### src/rtl/tx_filter_ctrl_pkg.sv
// Shared definitions for the transmit pulse-shaping controller:
// controller state encoding, symbol width, default idle symbol and
// underflow counter width/saturation helper.
package tx_ctrl_pkg;

  typedef enum logic [1:0] {
    ST_IDLE  = 2'd0,
    ST_PRIME = 2'd1,
    ST_RUN   = 2'd2,
    ST_DRAIN = 2'd3
  } tx_state_e;

  localparam int SYM_W = 2;
  localparam logic [SYM_W-1:0] IDLE_SYM_DEF = 2'b00;
  localparam int UF_CNT_W = 16;

  // Increment that sticks at all-ones instead of wrapping.
  function automatic logic [UF_CNT_W-1:0] sat_inc(input logic [UF_CNT_W-1:0] v);
    return (v == {UF_CNT_W{1'b1}}) ? v : v + UF_CNT_W'(1);
  endfunction

endpackage

### src/rtl/tx_filter_ctrl_if.sv
// Upstream symbol handshake: the source presents a symbol with a valid
// flag, the controller signals when it takes it.
interface tx_filter_ctrl_if;
  import tx_ctrl_pkg::*;

  logic [SYM_W-1:0] i_sym;
  logic             i_sym_valid;
  logic             o_sym_ready;

  modport master (output i_sym, output i_sym_valid, input o_sym_ready);
  modport slave  (input i_sym, input i_sym_valid, output o_sym_ready);

endinterface

### src/rtl/tx_filter_ctrl_phase.sv
// Oversampling phase counter: counts 0..N_OS-1 while enabled, with a
// combinational strobe on the last phase of each symbol period.
module os_phase_counter #(
  parameter int N_OS = 4
) (
  input  logic                    i_clk,
  input  logic                    i_reset,
  input  logic                    i_en,
  input  logic                    i_clr,
  output logic [$clog2(N_OS)-1:0] o_phase,
  output logic                    o_wrap
);

  localparam int PH_W = $clog2(N_OS);
  localparam logic [PH_W-1:0] PH_LAST = PH_W'(N_OS - 1);

  logic [PH_W-1:0] r_phase;

  assign o_phase = r_phase;
  assign o_wrap  = i_en && (r_phase == PH_LAST);

  // Advance the phase each enabled clock; clear has priority so the
  // controller can return to phase 0 when it drops back to idle.
  always_ff @(posedge i_clk or posedge i_reset) begin
    if (i_reset)    r_phase <= '0;
    else if (i_clr) r_phase <= '0;
    else if (i_en)  r_phase <= o_wrap ? '0 : r_phase + 1'b1;
  end

endmodule

### src/rtl/tx_filter_ctrl.sv
// Transmit FIR controller: fetches one symbol per oversampling period,
// primes the delay line, runs, and drains with idle symbols on stop.
module tx_filter_ctrl
  import tx_ctrl_pkg::*;
#(
  parameter int               N_OS     = 4,
  parameter int               LFILT    = 6,
  parameter logic [SYM_W-1:0] IDLE_SYM = IDLE_SYM_DEF
) (
  input  logic                    i_clk,
  input  logic                    i_reset,
  input  logic                    i_start,
  input  logic                    i_stop,
  tx_filter_ctrl_if.slave         sym_if,
  output logic [SYM_W-1:0]        o_ak,
  output logic                    o_shift_en,
  output logic [$clog2(N_OS)-1:0] o_phase,
  output logic                    o_out_valid,
  output logic                    o_busy,
  output logic [UF_CNT_W-1:0]     o_underflow_cnt
);

  localparam int CNT_W = $clog2(LFILT + 1);
  localparam logic [CNT_W-1:0] PRIME_SHIFTS = CNT_W'(LFILT);
  localparam logic [CNT_W-1:0] DRAIN_SHIFTS = CNT_W'(LFILT - 1);

  tx_state_e             r_state;
  logic [SYM_W-1:0]      r_ak;
  logic                  r_shift_en;
  logic                  r_out_valid;
  logic                  r_stop_pending;
  logic [CNT_W-1:0]      r_shift_cnt;   // PRIME: symbols loaded, DRAIN: idle shifts issued
  logic [UF_CNT_W-1:0]   r_uf_cnt;

  logic [$clog2(N_OS)-1:0] w_phase;
  logic w_wrap, w_active, w_loading, w_ph0, w_stop_req, w_ready;
  logic w_abort, w_drain_done, w_go_idle;

  assign w_active   = (r_state != ST_IDLE);
  assign w_loading  = (r_state == ST_PRIME) || (r_state == ST_RUN);
  assign w_ph0      = (w_phase == '0);
  assign w_stop_req = w_loading && (r_stop_pending || i_stop);
  // A stop arriving on the fetch cycle itself suppresses that fetch.
  assign w_ready    = w_loading && w_ph0 && !w_stop_req;

  assign w_abort      = (r_state == ST_PRIME) && ((w_ph0 && i_stop) || (w_wrap && w_stop_req));
  assign w_drain_done = (r_state == ST_DRAIN) && w_wrap && (r_shift_cnt == DRAIN_SHIFTS);
  assign w_go_idle    = w_abort || w_drain_done;

  os_phase_counter #(.N_OS(N_OS)) u_phase (
    .i_clk   (i_clk),
    .i_reset (i_reset),
    .i_en    (w_active),
    .i_clr   (w_go_idle),
    .o_phase (w_phase),
    .o_wrap  (w_wrap)
  );

  assign sym_if.o_sym_ready = w_ready;
  assign o_ak               = r_ak;
  assign o_shift_en         = r_shift_en;
  assign o_phase            = w_phase;
  assign o_out_valid        = r_out_valid;
  assign o_busy             = w_active;
  assign o_underflow_cnt    = r_uf_cnt;

  // Controller FSM with registered symbol, shift strobe, valid and counters.
  always_ff @(posedge i_clk or posedge i_reset) begin
    if (i_reset) begin
      r_state        <= ST_IDLE;
      r_ak           <= IDLE_SYM;
      r_shift_en     <= 1'b0;
      r_out_valid    <= 1'b0;
      r_stop_pending <= 1'b0;
      r_shift_cnt    <= '0;
      r_uf_cnt       <= '0;
    end else begin
      r_shift_en <= 1'b0;
      case (r_state)
        ST_IDLE: begin
          if (i_start && !i_stop) begin
            r_state        <= ST_PRIME;
            r_shift_cnt    <= '0;
            r_stop_pending <= 1'b0;
            r_uf_cnt       <= '0;
          end
        end
        ST_PRIME, ST_RUN: begin
          if (i_stop && !w_ph0) r_stop_pending <= 1'b1;
          if (w_ready) begin
            r_ak       <= sym_if.i_sym_valid ? sym_if.i_sym : IDLE_SYM;
            r_shift_en <= 1'b1;
            if (r_state == ST_PRIME)      r_shift_cnt <= r_shift_cnt + 1'b1;
            else if (!sym_if.i_sym_valid) r_uf_cnt    <= sat_inc(r_uf_cnt);
          end
          if (w_ph0 && i_stop) begin
            // Stop on the fetch cycle: this boundary is the transition.
            r_stop_pending <= 1'b0;
            if (r_state == ST_PRIME) begin
              r_state <= ST_IDLE;
            end else begin
              r_state     <= ST_DRAIN;
              r_ak        <= IDLE_SYM;
              r_shift_en  <= 1'b1;
              r_shift_cnt <= CNT_W'(1);
            end
          end else if (w_wrap) begin
            if (w_stop_req) begin
              r_stop_pending <= 1'b0;
              r_shift_cnt    <= '0;
              r_state        <= (r_state == ST_PRIME) ? ST_IDLE : ST_DRAIN;
            end else if ((r_state == ST_PRIME) && (r_shift_cnt == PRIME_SHIFTS)) begin
              r_state     <= ST_RUN;
              r_out_valid <= 1'b1;
            end
          end
        end
        ST_DRAIN: begin
          if (w_ph0 && (r_shift_cnt != DRAIN_SHIFTS)) begin
            r_ak        <= IDLE_SYM;
            r_shift_en  <= 1'b1;
            r_shift_cnt <= r_shift_cnt + 1'b1;
          end
          if (w_drain_done) begin
            r_state     <= ST_IDLE;
            r_out_valid <= 1'b0;
          end
        end
      endcase
    end
  end

endmodule

### src/flat_wrapper.sv
// flat-port wrapper written by rule: the top's interface ports become plain ports
module tx_filter_ctrl_flat import tx_ctrl_pkg::*;
#(
  parameter int               N_OS     = 4,
  parameter int               LFILT    = 6,
  parameter logic [SYM_W-1:0] IDLE_SYM = IDLE_SYM_DEF
)
  (i_clk, i_reset, i_start, i_stop, o_ak, o_shift_en, o_phase, o_out_valid, o_busy, o_underflow_cnt, sym_if_i_sym, sym_if_i_sym_valid, sym_if_o_sym_ready);
  tx_filter_ctrl_if sym_if_i ();
  input  logic i_clk;
  input  logic i_reset;
  input  logic i_start;
  input  logic i_stop;
  output logic [SYM_W-1:0] o_ak;
  output logic o_shift_en;
  output logic [$clog2(N_OS)-1:0] o_phase;
  output logic o_out_valid;
  output logic o_busy;
  output logic [UF_CNT_W-1:0] o_underflow_cnt;
  input wire logic [$bits(sym_if_i.i_sym)-1:0] sym_if_i_sym;
  input wire logic [$bits(sym_if_i.i_sym_valid)-1:0] sym_if_i_sym_valid;
  output wire logic [$bits(sym_if_i.o_sym_ready)-1:0] sym_if_o_sym_ready;
  assign sym_if_i.i_sym = sym_if_i_sym;
  assign sym_if_i.i_sym_valid = sym_if_i_sym_valid;
  assign sym_if_o_sym_ready = sym_if_i.o_sym_ready;
  tx_filter_ctrl #(.N_OS(N_OS), .LFILT(LFILT), .IDLE_SYM(IDLE_SYM)) u_core (.i_clk(i_clk), .i_reset(i_reset), .i_start(i_start), .i_stop(i_stop), .sym_if(sym_if_i), .o_ak(o_ak), .o_shift_en(o_shift_en), .o_phase(o_phase), .o_out_valid(o_out_valid), .o_busy(o_busy), .o_underflow_cnt(o_underflow_cnt));
endmodule
### config.mk
export PLATFORM = sky130hd
export DESIGN_NAME = tx_filter_ctrl_flat
export DESIGN_NICKNAME = d
export VERILOG_FILES = /design/src/rtl/tx_filter_ctrl_pkg.sv /design/src/rtl/tx_filter_ctrl_if.sv /design/src/rtl/tx_filter_ctrl_phase.sv /design/src/rtl/tx_filter_ctrl.sv /design/src/flat_wrapper.sv
export SDC_FILE = /design/constraint.sdc
export NUM_CORES = 1
export LEC_CHECK = 0
export ABC_AREA = 1
export BUFFER_PORTS_ARGS = -buffer_cell sky130_fd_sc_hd__buf_4
export CAP_MARGIN = 30
export CORE_MARGIN = 3
export CORE_UTILIZATION = 57
export CTS_CLUSTER_DIAMETER = 30
export DETAILED_ROUTE_END_ITERATION = 6
export HOLD_SLACK_MARGIN = 0.1
export PLACE_DENSITY = 0.78
export SLEW_MARGIN = 25
export SYNTH_ARGS = -nofsm -noshare
export SYNTH_HDL_FRONTEND = slang
export SYNTH_SLANG_ARGS = --single-unit
### constraint.sdc
create_clock -name i_clk -period 2.2 [get_ports i_clk]
set_input_delay 0.44 -clock i_clk [delete_from_list [all_inputs] [get_ports i_clk]]
set_output_delay 0.44 -clock i_clk [all_outputs]
set_load 0.01 [all_outputs]
# ---- After elaboration in Yosys (flattened, before gate mapping)
# Index checks and enable logic that the tools add are counted.
dict set report totals {
  ff_bits 28
  latch_bits 0
  inputBits 7
  out_inout_bits 24
  wordCells 114
  memories 0
  ram_bits 0
  mem_bits_ro 0
}
dict set report classes {
  n_addsub 3
  muxes 49
  div 0
  shift 0
  magnitude_cmp 0
  n_reduce_logical 33
  eq_ne 21
  multipliers 0
  n_bitwise 0
}
# operator count
set ops {}
lappend ops {{$mux W16} 5}
lappend ops {{$pmux W16 S2} 1}
lappend ops {{$mux W2} 15}
lappend ops {{$mux W3} 8}
lappend ops {{$add A16 B1 Y16 const B} 1}
lappend ops {{$eq A16 B16 Y1 const B} 1}
lappend ops {{$ne A2 B2 Y1 const B} 8}
lappend ops {{$mux W1} 14}
lappend ops {{$logic_and A1 B1 Y1} 13}
lappend ops {{$reduce_and A6 Y1} 2}
lappend ops {{$pmux W3 S3} 1}
lappend ops {{$reduce_bool A2 Y1} 4}
lappend ops {{$eq A2 B2 Y1 const B} 3}
lappend ops {{$eq A3 B3 Y1 const B} 2}
lappend ops {{$ne A2 B1 Y1 const B} 3}
lappend ops {{$pmux W1 S2} 3}
lappend ops {{$pmux W2 S3} 1}
lappend ops {{$reduce_and A2 Y1} 3}
lappend ops {{$logic_not A2 Y1} 2}
lappend ops {{$logic_or A1 B1 Y1} 4}
lappend ops {{$ne A4 B1 Y1 const B} 1}
lappend ops {{$pmux W2 S2} 1}
lappend ops {{$reduce_and A4 Y1} 1}
lappend ops {{$add A3 B1 Y3 const B} 1}
lappend ops {{6 further kinds} 8}

# ---- Longest topological paths before layout
# Gate-level depths: netlist of run 1.
dict set report logic_depth {
  word_depth 10
  mapped_depth 12
}

# ---- By module
# From an unflattened synthesis of run 1, not the netlist that was laid out.
dict set report unflattened {
  cells_unflattened 317
  hier_area_um2 2247.2
}
# mod cells_per_inst instances area_each_um2
set by_module_without_submodules {}
lappend by_module_without_submodules {tx_filter_ctrl 301 1 2129.5}
lappend by_module_without_submodules {os_phase_counter 16 1 117.6}

# ---- Least setup slack after synthesis of run 1
# Ideal clock, no wire load.
dict set report synth_path {
  path_kind {register to register}
  start {register u_core.r_state[0]}
  end {register u_core.u_phase.r_phase[1], in the netlist u_core.u_phase.o_phase[1]}
  path_slack_ps 438
  required_ps 2067
  arrival_time_ps 1629
  stages_incl_launch_ff 9
  n_path_buf 1
  setup_time_ps 133
  cell_sequence {dfrtp_1 > inv_1 > ha_1 > buf_4 > clkinv_1 > nor2_1 > inv_1 > o31ai_1 > a21oi_1}
}
dict set report synth_between {
  elab_chain_len 8
}
# element line
set synth_lines {}
lappend synth_lines {{start: declaration} tx_filter_ctrl.sv:27} ;# tx_state_e r_state;
lappend synth_lines {{start signal: assignment} tx_filter_ctrl.sv:111} ;# r_state <= (r_state == ST_PRIME) ? ST_IDLE : ST_DRAIN;
lappend synth_lines {{$eq A2 B1 Y1 or $eq A2 B2 Y1 (tied branches)} {tx_filter_ctrl.sv:40, tx_filter_ctrl.sv:46}}
lappend synth_lines {{$logic_or A1 B1 Y1} tx_filter_ctrl.sv:40} ;# assign w_loading = (r_state == ST_PRIME) || (r_state == ST_RUN);
lappend synth_lines {{$logic_and A1 B1 Y1} tx_filter_ctrl.sv:42} ;# assign w_stop_req = w_loading && (r_stop_pending || i_stop);
lappend synth_lines {{$logic_and A1 B1 Y1} tx_filter_ctrl.sv:46} ;# assign w_abort = (r_state == ST_PRIME) && ((w_ph0 && i_stop) || (w_wrap && w_stop_req));
lappend synth_lines {{$logic_or A1 B1 Y1} tx_filter_ctrl.sv:46}
lappend synth_lines {{$logic_and A1 B1 Y1} tx_filter_ctrl.sv:46}
lappend synth_lines {{$logic_or A1 B1 Y1} tx_filter_ctrl.sv:48} ;# assign w_go_idle = w_abort || w_drain_done;
lappend synth_lines {{$mux W2 or $reduce_bool A2 Y1 (tied branches)} n/a}
lappend synth_lines {{end signal: assignment} tx_filter_ctrl_phase.sv:27} ;# else if (i_en) r_phase <= o_wrap ? '0 : r_phase + 1'b1;
lappend synth_lines {{end: declaration} tx_filter_ctrl_phase.sv:17} ;# logic [PH_W-1:0] r_phase;
# Several ways; a longest one is shown, not always the timed one. The select of a mux whose other input is x is not followed.
# A chain may end at the register's enable or synchronous reset.

# ---- Worst setup path in the final report of run 1
dict set report layout_path {
  start {register u_core.r_state[1]}
  end {output sym_if_o_sym_ready}
}
dict set report layout_between {
  elab_chain_len 5
}
# element line
set layout_lines {}
lappend layout_lines {{$eq A2 B1 Y1 or $eq A2 B2 Y1 (tied branches)} tx_filter_ctrl.sv:40}
lappend layout_lines {{$logic_or A1 B1 Y1 *} tx_filter_ctrl.sv:40}
lappend layout_lines {{$logic_and A1 B1 Y1} tx_filter_ctrl.sv:42}
lappend layout_lines {{$logic_not A1 Y1} tx_filter_ctrl.sv:44} ;# assign w_ready = w_loading && w_ph0 && !w_stop_req;
lappend layout_lines {{$logic_and A1 B1 Y1 *} tx_filter_ctrl.sv:44}
lappend layout_lines {{end: declaration} flat_wrapper.sv:22} ;# output wire logic [$bits(sym_if_i.o_sym_ready)-1:0] sym_if_o_sym_ready;
# Every way passes the cells marked *; elsewhere a longest branch is shown, timed or not.

==> results of run 1 <==
cell families after synthesis:
logic type / count (synthesis)
AO/OA/AOI/OAI: 33
XOR/XNOR: 7
adder cells (fa/ha/maj): 11
buffers and inverters: 40
flip-flops: 28
AND/OR/NAND/NOR: 178
worst reg2reg max path: stages, from the launching register on:
cell     delay [ps]
dfrtp_1         400
inv_1           100
ha_1            340
buf_4           250
nand3_1         170
o21ai_4         290
buf_4           230
o21ai_0         100
through the flow:
step	setup WS [ps]	instances	TNS, ps	hold WS [ps]	utilization [%]
final	201.6	379	0	163.3	69.77
after global routing	-4.006	379	-4.006	180.1	69.77
after CTS	120.5	378	0	163.8	69.32
after detailed placement	148.8	375	0	512.0	68.66
after global placement	280.4	375	0	517.3	68.66
after floorplan	437.9	297	0	478.2	-
flip-flops by register name, summed over array words and instances, names as in the netlist:
name	cells
u_core.u_phase.o_phase	2
u_core.o_ak	2
u_core.r_shift_cnt	3
u_core.o_underflow_cnt	16
u_core.o_shift_en	1
u_core.r_stop_pending	1
u_core.o_out_valid	1
u_core.r_state	2
metal layers:
layer / track usage [%] / part of all wire [%] / up-vias
li1: - / - / 1011
met1: 32.69 / 49 / 948
met2: 37.55 / 44 / 71
met3: 2.906 / 5.8 / 7
met4: 7.513 / 1.2 / 0
met5: 0 / 0 / -
synthesized netlist by cell type:
cell type	n	area, sq um
a21boi_0	1	7.510
a21o_2	1	8.760
a21oi_1	6	30.03
a22oi_1	1	7.510
buf_4	1	7.510
buf_6	2	22.52
clkbuf_1	1	3.750
clkinv_1	1	3.750
dfrtp_1	28	700.7
ha_1	11	137.6
inv_1	35	131.4
nand2_1	111	416.7
nand3_1	23	115.1
nand3_2	1	10.01
nand3_4	1	17.52
nand4_1	6	37.54
nor2_1	30	112.6
nor2_4	2	22.52
nor3_1	2	10.01
o211a_1	1	10.01
o21ai_0	15	75.07
o21ai_1	1	5.000
o21ai_2	4	35.03
o21ai_4	1	16.27
o31ai_1	2	15.01
or2_2	2	12.51
xnor2_1	2	17.52
xor2_1	5	43.79
worst min path at each step:
stage	to	slack, ps	cells after the start
2_1_floorplan	u_core.r_state[1]	480	2
3_3_place_gp	u_core.r_state[1]	520	2
3_5_place_dp	u_core.r_state[1]	510	2
4_1_cts	u_core.o_out_valid	160	3
5_1_grt	u_core.o_ak[0]	180	3
6_report	u_core.o_ak[1]	160	3
area by class of cell:
| type | instances | share of cell area (%) |
|---|---|---|
| multi-input combinational | 229 | 49.52 |
| sequential | 28 | 29.63 |
| timing repair buffer | 37 | 11.75 |
| inverter | 36 | 5.714 |
| tap | 46 | 2.434 |
| clock buffer | 3 | 0.9524 |
power by group:
| group | internal, uW | switching [uW] | total (uW) |
|---|---|---|---|
| sequential | 625 | 105 | 730 |
| clock | 64.3 | 147 | 211 |
| combinational | 539 | 946 | 1480 |
| total | 1230 | 1200 | 2430 |
repair_timing:
action,CTS,global route
hold buffers,0,0
setup endpoints to repair,0,16
setup buffers,0,1
gates resized for setup,0,2
endpoints found under the hold margin,0,0
==> impl_metrics.py, run 1 <==
metrics = {
    "placement": {
        "gp_congestion": 0.9887,
        "portBuffers": 30,
        "placedInstanceArea_sq_mm": 0.002327,
        "hpwlAfterDp_mm": 3.616,
    },
    "detailed_routing": {
        "via_per_inst": 5.375,
        "drtPass1Iterations": 4,
        "avgRoutedWirePerCell_um": 12.36,
        "ant_nets": 0,
        "wl_mm": 4.685,
        "vias": 2037,
        "drc_errors": 0,
        "initialDrtViolationCount": 120,
    },
    "finish": {
        "final_net_count": 353,
        "areaGrowthSynthToFinish_pct": 16.31,
        "finalInstanceArea_sq_mm": 0.002365,
        "final_common_cell": "nand2_1",
        "drive_gt1_share_pct": 16.22,
        "register_area_sq_um": 700.7,
        "fillerInstances": 282,
        "mostFrequentLayoutCells": "nand2_1 (111), buf_4 (37), inv_1 (35), nor2_1 (29), dfrtp_1 (28)",
        "multi_input_area_sq_mm": 0.001171,
        "diodes": 0,
    },
    "floorplan": {
        "fp.dieArea_sq_mm": 0.004320,
        "die_w_um": 65.73,
        "dieHeight_um": 65.73,
        "core_sq_mm": 0.003390,
        "start_util_pct": 59.99,
        "num_io_pins": 31,
        "fp-row-count": 21,
    },
    "critical_path": {
        "arrival_ps": 1560,
        "cp_max_fo": 4,
        "cp.required_ps": 1760,
        "cp_top_family": "flip-flops",
        "cp_slowest_cell": "dfrtp_1",
        "cp-end-kind": "output pin",
        "path_class": "reg2out",
        "cp_cell_sequence": "inv_1 -> ha_1 -> nand2_1 -> nor2_1 -> buf_4",
        "path_depth": 5,
        "max_stage_delay_ps": 400,
        "worstReg2RegEnd": "u_core.o_underflow_cnt[13]",
        "rrSetupSlack_ps": 220,
        "crit-reg2reg-launch": "u_core.r_state[1]",
        "crit_end": "sym_if_o_sym_ready",
        "crit_buf_inv": 2,
        "startpoint_type": "flop",
        "cp-startpoint": "u_core.r_state[1]",
        "ff2ff_path_depth": 7,
    },
    "sta": {
        "min_period_ps": 1998,
        "skew_ps": 3.590,
        "finalSetupViolations": 0,
        "drv_slew": 0,
        "hold_viol_final": 0,
        "period_share_pct": 90.84,
        "worst_slew_pin_slew_ps": 376.9,
        "fmax_ghz": 0.5004,
        "max-slew-margin-rel_pct": 74.61,
    },
    "yosys": {
        "synth_area_sq_mm": 0.002033,
        "ys_warn_count": 0,
        "synthXorXnorAreaFrac_pct": 3.015,
        "synthCells": 297,
        "synth_top_family_by_area": "simple AND/OR/NAND/NOR gates",
        "syn_nets": 315,
        "seq_area_frac_synth_pct": 34.46,
        "avgSynthCellArea_sq_um": 6.846,
        "synthAdderAreaFrac_pct": 6.769,
        "synth_seq_cells": 28,
        "netlist-cell-type-count": 28,
        "synthMuxAreaShare_pct": 0,
        "synth_compound_area_share_pct": 10.34,
        "synthSimpleGateAreaFrac_pct": 37.11,
    },
    "clock_network": {
        "clockBufferDepth": 2,
        "cts_root_buf": "clkbuf_4",
        "cts-htree-levels": 1,
        "cts_tree": "built",
        "clock_latency_ps": 320,
        "cts.sinks": 28,
        "clkTransAtPathRegs_ps": 140,
        "cts_inserted_buffers": 3,
    },
    "global_routing": {
        "grt_max_degree": 29,
        "grt_first_pass_wirelength_mm": 8.079,
        "grt_antenna_before_repair": 0,
        "grt_pass1_vias": 1886,
        "overflow": 0,
        "grt_usage_pct": 23.44,
    },
    "pwr": {
        "vdd_drop_max_mv": 0.9299,
        "powerDensity_mw_per_mm2": 1026,
        "totalPowerFinal_uw": 2426,
        "p_leak_uw": 0.001247,
    },
    "min_path": {
        "hold_path.class": "in2async",
    },
    "run": {
        "cap_violations": 0,
    },
    "run_status": {
        "outcome": "finished clean",
    },
}
Power figures use the tool's default switching activity.
==> inputs of run 2 (changes only) <==
- REMOVE_ABC_BUFFERS: default -> 1
==> impl_metrics.py, run 2 (synthesis gave the netlist of run 1 again) <==
metrics = {
    "run_status": {
        "outcome": "finished clean",
    },
    "pwr": {
        "vdd_drop_max_mv": 0.5637,
        "powerDensity_mw_per_mm2": 1024,
        "p_switching_uw": 1174,
        "p_clk_share_pct": 10.3,
        "p_leak_uw": 0.001272,
        "switching_share_pct": 47.74,
        "seq_power_share_pct": 29.3,
        "p_int_uw": 1285,
        "combinationalPowerShare_pct": 60.4,
    },
    "clock_network": {
        "clkTransAtPathRegs_ps": 150,
        "cts_setup_buffers": 0,
        "cts_tree": "built",
        "cts_root_buf": "clkbuf_4",
        "cts-htree-levels": 1,
        "clockBufferDepth": 2,
        "cts.sinks": 28,
        "cts_inserted_buffers": 3,
        "clock_latency_ps": 330,
    },
    "detailed_routing": {
        "drtPass1Iterations": 4,
        "initialDrtViolationCount": 198,
        "wl_mm": 4.626,
        "via_per_inst": 5.190,
        "vias": 1993,
        "avgRoutedWirePerCell_um": 12.05,
        "ant_nets": 0,
        "drc_errors": 0,
    },
    "finish": {
        "final_net_count": 357,
        "areaGrowthSynthToFinish_pct": 18.09,
        "drive_gt1_share_pct": 17.16,
        "diodes": 0,
        "largest_reg_flops": 16,
        "mostFrequentLayoutCells": "nand2_1 (111), buf_4 (41), inv_1 (34), nor2_1 (30), dfrtp_1 (28)",
        "final_common_cell": "nand2_1",
    },
    "min_path": {
        "hold_path.class": "in2async",
    },
    "floorplan": {
        "die_w_um": 65.73,
        "core_sq_mm": 0.003390,
        "dieHeight_um": 65.73,
        "fp.dieArea_sq_mm": 0.004320,
        "fp-row-count": 21,
        "num_io_pins": 31,
        "start_util_pct": 59.99,
    },
    "global_routing": {
        "grt_first_pass_wirelength_mm": 8.024,
        "top_usage_layer": "met2",
        "overflow": 0,
        "met2_usage_pct": 42.93,
        "grtUsageMet1_pct": 28.54,
        "grt_antenna_before_repair": 0,
        "grt_pass1_vias": 1871,
        "grt_usage_pct": 23.78,
        "use_met3_pct": 2.222,
        "grt_max_degree": 29,
    },
    "sta": {
        "worst_slew_pin_slew_ps": 498.6,
        "fmax_ghz": 0.4922,
        "hold_viol_final": 0,
        "rsz0062_at_grt": "no",
        "finalHoldWorstSlack_ps": 154.3,
        "setup_tns_ps": 0,
        "min_period_ps": 2032,
        "skew_ps": 3.072,
        "finalSetupViolations": 0,
        "drv_slew": 0,
        "max-slew-margin-rel_pct": 66.63,
        "period_share_pct": 92.35,
    },
    "critical_path": {
        "cp_top_family": "simple AND/OR/NAND/NOR gates",
        "max_stage_delay_ps": 390,
        "crit_top_cell": "nand2_1",
        "startpoint_type": "flop",
        "cp-end-kind": "flop",
        "cp.required_ps": 2440,
        "crit_buf_inv": 3,
        "path_class": "reg2reg",
        "cp_cell_sequence": "inv_1 -> ha_1 -> nand2_1 -> inv_1 -> nand2_1 -> nand2_1 -> nand2_1 -> nor2_1 -> o21ai_4 -> buf_4 -> nand2_1 -> o21ai_0",
        "cp_max_fo": 18,
        "cp_slowest_cell": "dfrtp_1",
        "arrival_ps": 2270,
    },
    "placement": {
        "gp_congestion": 0.9751,
        "portBuffers": 30,
        "hpwlAfterDp_mm": 3.589,
    },
    "run": {
        "cap_violations": 0,
    },
}
[run 2: cell count changes in the layout (fill, tap and decap cells not counted)]
cell      previous run  this run
inv_2                0         1
o31ai_2              1         0
inv_1               35        34
nor2_2               1         0
o31ai_1              1         2
nor2_1              29        30
clkbuf_8             0         1
buf_4               37        41
[run 2: metal layers]
metal  wire length (um)  vias to the layer above
met2               2386                       48
met3                186                        8
li1                   -                     1019
met5                  0                        -
met4                 82                        0
met1               1971                      918
[run 2: power groups by stage]
| stage | combinational [uW] | sequential (uW) | clock [uW] |
|---|---|---|---|
| floorplan | 916 | 761 | 0 |
| global placement | 1450 | 726 | 0 |
| detailed placement | 1470 | 732 | 0 |
| CTS | 1480 | 722 | 257 |
| global route | 1680 | 742 | 281 |
| finish | 1490 | 721 | 252 |
[run 2: layout make-up]
| class | count | area (sq um) |
|---|---|---|
| Clock buffer | 4 | 36.28 |
| Tap cell | 46 | 57.56 |
| Multi-Input combinational cell | 229 | 1164 |
| Fill cell | 293 | 988.4 |
| Inverter | 36 | 135.1 |
| Sequential cell | 28 | 700.7 |
| Timing Repair Buffer | 41 | 307.8 |
[run 2: through the flow]
| step | util [%] | instances | total power (uW) | instance area [sq um] | setup slack, ps |
|---|---|---|---|---|---|
| 4_1_cts | 70.84 | 384 | 2459 | 2401 | 176.5 |
| 3_3_place_gp | 69.77 | 380 | 2178 | 2365 | 282.4 |
| 3_5_place_dp | 69.77 | 380 | 2203 | 2365 | 203.8 |
| 6_report | 70.84 | 384 | 2459 | 2401 | 168.3 |
| 2_1_floorplan | - | 293 | 1677 | 1999 | 75.98 |
| 5_1_grt | 70.84 | 384 | 2702 | 2401 | 9.469 |
[run 2: final timing paths]
check,startpoint,to,slack [ps],depth (start not counted)
hold reg to reg,u_core.r_state[1],u_core.r_state[1],550,2
min in group i_clk,sym_if_i_sym[1],u_core.o_ak[1],340,3
hold / removal,i_reset,u_core.o_underflow_cnt[13],150,3
max in group asynchronous,i_reset,u_core.o_out_valid,1780,3
setup reg to reg,u_core.r_state[1],u_core.o_underflow_cnt[2],170,12
setup / recovery,u_core.r_state[1],u_core.o_underflow_cnt[2],170,12
[run 2: tightest hold or removal path: cells and delay by family]
kind                   cells  cell delay, ps
buffers and inverters      3             480
[run 2: timing repair]
| item | in CTS | in global routing |
|---|---|---|
| gates resized for setup | 0 | 1 |
| hold buffers | 0 | 0 |
| setup endpoints to repair | 0 | 1 |
| hold endpoints to repair | 0 | 0 |
